File: src/rtl/rf_wren_guard.sv
// Write-enable integrity guard: glitch-free clock gate, protected strobe buffer and
// a combinational plus sticky check that exactly the addressed word strobe is set.

module rf_wren_guard_buf #(
   parameter int unsigned Width = 32
) (
   input  logic [Width-1:0] d,
   output logic [Width-1:0] q
);

   assign q = d;

endmodule

module rf_wren_guard #(
   parameter  int unsigned AddrWidth   = 5,
   parameter  bit          AddrCheck   = 1'b1,
   parameter  bit          EnableCheck = 1'b1,
   localparam int unsigned OneHotWidth = 2 ** AddrWidth
) (
   input  logic                   clk_int,
   input  logic                   rst_ni,
   input  logic                   test_en_i,
   input  logic                   en_i,
   input  logic [AddrWidth-1:0]   addr_i,
   input  logic [OneHotWidth-1:0] oh_i,
   output logic                   clk_o,
   output logic [OneHotWidth-1:0] oh_buf_o,
   output logic                   err_o,
   output logic                   err_sticky_o
);

   logic                   en_lat;
   logic [OneHotWidth-1:0] addr_oh;
   logic                   multi_hot;
   logic                   en_off;
   logic                   addr_err;
   logic                   en_err;

   // NOTE: this latch is intentional; it is only transparent in the low phase, so the
   // enable cannot change while clk_int is high and clk_o never glitches or truncates.
   always_latch begin
      if (!clk_int) begin
         en_lat <= en_i | test_en_i;
      end
   end

   assign clk_o = clk_int & en_lat;

   // Separate kept instance so the checker cannot be folded back into the decoder.
   (* keep = "true", dont_touch = "true" *)
   rf_wren_guard_buf #(
      .Width (OneHotWidth)
   ) u_oh_buf (
      .d (oh_i),
      .q (oh_buf_o)
   );

   assign addr_oh   = OneHotWidth'(1) << addr_i;
   assign multi_hot = |(oh_buf_o & (oh_buf_o - OneHotWidth'(1)));
   assign en_off    = !en_i && (|oh_buf_o);
   assign addr_err  = AddrCheck && (|(oh_buf_o & ~addr_oh));
   assign en_err    = EnableCheck && en_i && !oh_buf_o[addr_i];

   assign err_o = multi_hot | en_off | addr_err | en_err;

   // NOTE: sequential state uses non-blocking assignments so every flop samples
   // pre-edge values regardless of block evaluation order.
   always_ff @(posedge clk_int or negedge rst_ni) begin
      if (!rst_ni) begin
         err_sticky_o <= 1'b0;
      end else if (err_o) begin
         err_sticky_o <= 1'b1;
      end
   end

endmodule

File: config.mk
export PLATFORM = sky130hd
export DESIGN_NAME = rf_wren_guard
export DESIGN_NICKNAME = d
export VERILOG_FILES = /design/src/rtl/rf_wren_guard.sv
export SDC_FILE = /design/constraint.sdc
export NUM_CORES = 1
export LEC_CHECK = 0
export CAP_MARGIN = 15
export CORE_MARGIN = 2
export CORE_UTILIZATION = 30
export CTS_CLUSTER_SIZE = 25
export DETAILED_ROUTE_END_ITERATION = 10
export GPL_TIMING_DRIVEN = 0
export PLACE_DENSITY = 0.67
export RECOVER_POWER = 50
export SYNTH_ARGS = -nofsm -noshare
export SYNTH_HDL_FRONTEND = slang
export SYNTH_HIERARCHICAL = 1
export SYNTH_SLANG_ARGS = --single-unit
export TNS_END_PERCENT = 1
File: constraint.sdc
create_clock -name clk_int -period 3.3 [get_ports clk_int]
set_input_delay 0.495 -clock clk_int [delete_from_list [all_inputs] [get_ports clk_int]]
set_output_delay 0.495 -clock clk_int [all_outputs]
set_load 0.01 [all_outputs]
# ---- After elaboration in Yosys (flattened, before gate mapping)
# Index checks and enable logic that the tools add are counted.
dict set report classes {
  bitwise 8
  shifts 1
  order_cmp 1
  addsub 1
  reduce_logical 7
  n_mux 3
}
# op count
set op_table {}
lappend op_table {{$reduce_or 32->1} 3}
lappend op_table {{$and 32x32->32} 2}
lappend op_table {{$not 32->32} 1}
lappend op_table {{$shl 1x5->32 const A} 1}
lappend op_table {{$sub 32x1->32 const B} 1}
lappend op_table {{$lt 5x6->1 const B} 1}
lappend op_table {{$bmux 1 s5} 1}
lappend op_table {{$or 1x1->1} 4}
lappend op_table {{$logic_and 1x1->1} 2}
lappend op_table {{$logic_not 1->1} 2}
lappend op_table {{$mux 1} 2}
lappend op_table {{$and 1x1->1} 1}
dict set report word_totals {
  elab_cells 23
  in_bits 41
  register_bits 1
  output_inout_bits 35
  latchBits 1
}

# ---- Depth between registers and ports, before layout
dict set report logic_depth {
  depth_word 6
  mapped_depth 8
  mapped_depth_nobuf 6
}

# ---- Cells and area by module
# The synthesis kept the hierarchy.
# module seq_area_each_um2 n_inst area_per_inst_um2 cells_each
set by_module_without_submodules {}
lappend by_module_without_submodules {rf_wren_guard 25.0 1 999.7 139}
lappend by_module_without_submodules {rf_wren_guard_buf 0.0 1 240.2 32}

==> impl_metrics.yaml <==
run_status:
  outcome: "complete, no violations"
min_path:
  worstHoldPathType: "input pin to asynchronous set/reset pin"
power_and_ir_drop:
  p_leak_uw: 0.000695
  internal_power_uw: 301
  p_switching_uw: 147
  p_clk_frac: 0.492
  peakVddDrop_v: 0.000104
  switching_share: 0.328
  power-per-cell-area_mw_per_mm2: 238
  seq_power_share: 0.048
  pwr-share-comb: 0.460
synth:
  synth_cell_types: 43
  synth_warnings: 6
  synth_fp_nets: 212
  async_flop_share: 0.500
  netlist_instances: 171
  synth.avg_cell_area_um2: 7.25
  ys.flop_type: "dlxtn_1"
  synth-seq-cells: 2
  synth-edff-count: 0
  synth_area_mm2: 0.00124
grt:
  grt_pass1_wl_um: 6900
  antenna_found_initial: 0
  grt_overflow: 0
  grt_max_degree: 11
  grt_pass1_vias: 1449
  grt_util_all_layers: 0.195
die:
  die_width_um: 68.3
  ios: 76
  fp.dieH_um: 68.3
  core_mm2: 0.00400
  start_util: 0.310
  die_area_mm2: 0.00466
  rows: 23
sta:
  fin_ws_ns: 0.0980
  drv_slew: 0
  rsz0062_at_grt: "false"
  fin_skew_ns: 0
  tightestPinTransition_ns: 0.439
  max-slew-margin-rel: 0.703
  setup_viol: 0
  hold_viol: 0
layout:
  multi_input_area_um2: 952
  register_area_um2: 40.0
  diodes: 0
  area_growth_syn_to_layout_pct: 51.8
  final_nets: 264
  fin_area_mm2: 0.00188
  final_cell_mix: "buf_4, dlygate4sd3_1, nor3_1, clkdlybuf4s50_1, nor2_1"
  fillCellCount: 402
  final_layout_size_suffix_gt1_frac: 0.329
  final_common_cell: "buf_4"
place:
  hpwl_um: 3470
  placed_cell_area_mm2: 0.00171
  place_congestion: 0.951
  portBuffers: 41
  post-place-ws_ns: -0.577
clock_network:
  hold_buffers: 0
  clkTransAtPathRegs_ns: 0.03
  cts_tree: "yes"
  clk_latency_ns: 0.31
routing:
  vias: 1517
  ant_nets: 0
  via_per_inst: 5.58
  first_iter_violations: 132
  dr.pass1.iters: 4
  route.detailed.drc: 0
  wire_per_inst_um: 16.7
  wirelength_um: 4540
setup_path:
  critPathArrivalTime_ns: 2.71
  crit_type: "latch to output pin"
  crit_slowest_cell: "dlxtn_1"
  path_buf_inv: 1
  cpPeakStageDelay_ns: 0.37
  required_ns: 2.80
  endpoint_kind: "output pin"
  setup.worst_path.start_class: "latch"
  cpLargestDelayFamily: "latches"
  cp_max_fo: 1
  cp_cell_sequence: "and2_1 > clkdlybuf4s15_1"
flow_run:
  max_cap_violations: 0
-- logic make-up (layout without fill, tap and decap cells) --
kind of cell / count (synthesis) / after routing / share of synthesized area
simple gates: 78 / 78 / 0.360
buf+inv: 45 / 96 / 0.252
compound gates: 34 / 34 / 0.207
mux: 11 / 11 / 0.140
fa+ha+maj: 1 / 1 / 0.00807
flops: 1 / 1 / 0.0202
latches: 1 / 1 / 0.0121
-- layout make-up --
cell class,instances,share of cell area
multi-input cells,124,0.506
repair buffers,43,0.216
clock buffers,8,0.0512
flip-flops and latches,2,0.0213
plain buffers,42,0.166
well taps,50,0.0332
inverters,3,0.00598
-- power by group through the flow --
stage               combinational [uW]  clock (uW)  sequential, uW
finish                             206         220            21.5
global placement                   203        30.5            21.8
floorplan                          126        12.7            21.8
global route                       221         233            21.6
CTS                                206         225            21.6
detailed placement                 202        30.5            21.8
-- Yosys cell counts (2+ instances only) --
library cell / n / area (um2)
nand3b_1: 5 / 37.5
o21ai_0: 6 / 30.0
o21a_1: 2 / 15.0
nor3_1: 17 / 85.1
mux2i_1: 5 / 50.1
inv_1: 3 / 11.3
nand3_1: 5 / 25.0
o31ai_1: 3 / 22.5
or4_1: 4 / 30.0
o22ai_1: 4 / 25.0
or2_2: 3 / 18.8
nand2_1: 4 / 15.0
mux4_2: 5 / 113
or3_1: 6 / 37.5
o41ai_1: 3 / 26.3
nand2b_1: 6 / 37.5
o311ai_1: 2 / 17.5
nor4_1: 7 / 43.8
o32ai_1: 7 / 61.3
nor2_1: 13 / 48.8
buf_2: 4 / 20.0
buf_4: 35 / 263
clkbuf_1: 2 / 7.51
-- what timing repair did --
action / CTS / global route
gates resized for setup: 13 / 15
pin swaps: 1 / 4
setup endpoints to repair: 3 / 3
setup buffers: 2 / 1
-- flip-flops by register name, indices dropped and copies added (netlist names) --
register	flops
en_lat	1
err_sticky_o	1
-- path summary, 6_finish.rpt --
path	startpoint	to	slack [ns]	depth (start not counted)
min reg2reg	err_sticky_o$_DFFE_PN0P_	err_sticky_o$_DFFE_PN0P_	0.47	1
min	rst_ni	err_sticky_o$_DFFE_PN0P_	0.39	1
max	en_lat$_DLATCH_N_	clk_o	0.1	2
max in group asynchronous	rst_ni	err_sticky_o$_DFFE_PN0P_	2.81	1
min in group clk_int	err_sticky_o$_DFFE_PN0P_	err_sticky_o$_DFFE_PN0P_	0.47	1
max reg2reg	err_sticky_o$_DFFE_PN0P_	err_sticky_o$_DFFE_PN0P_	2.66	1
-- per-layer routing --
metal  vias to the layer above  track usage  share of wire
li1                        736            -              -
met1                       691        0.262           0.41
met2                        84        0.306           0.48
met3                         6       0.0263          0.099
met4                         0       0.0950          0.014
met5                         -            0              0
-- metrics by stage --
step	instances	total power (uW)	utilization	setup TNS [ns]	hold slack, ns
final	272	448	0.470	0	0.393
after global routing	272	476	0.470	0	0.389
after CTS	271	452	0.462	-0.00254	0.319
after detailed placement	262	254	0.428	-0.577	0.467
after global placement	262	255	0.428	-0.593	0.471
after floorplan	171	160	-	0	0.199
Power figures use the tool's default switching activity.
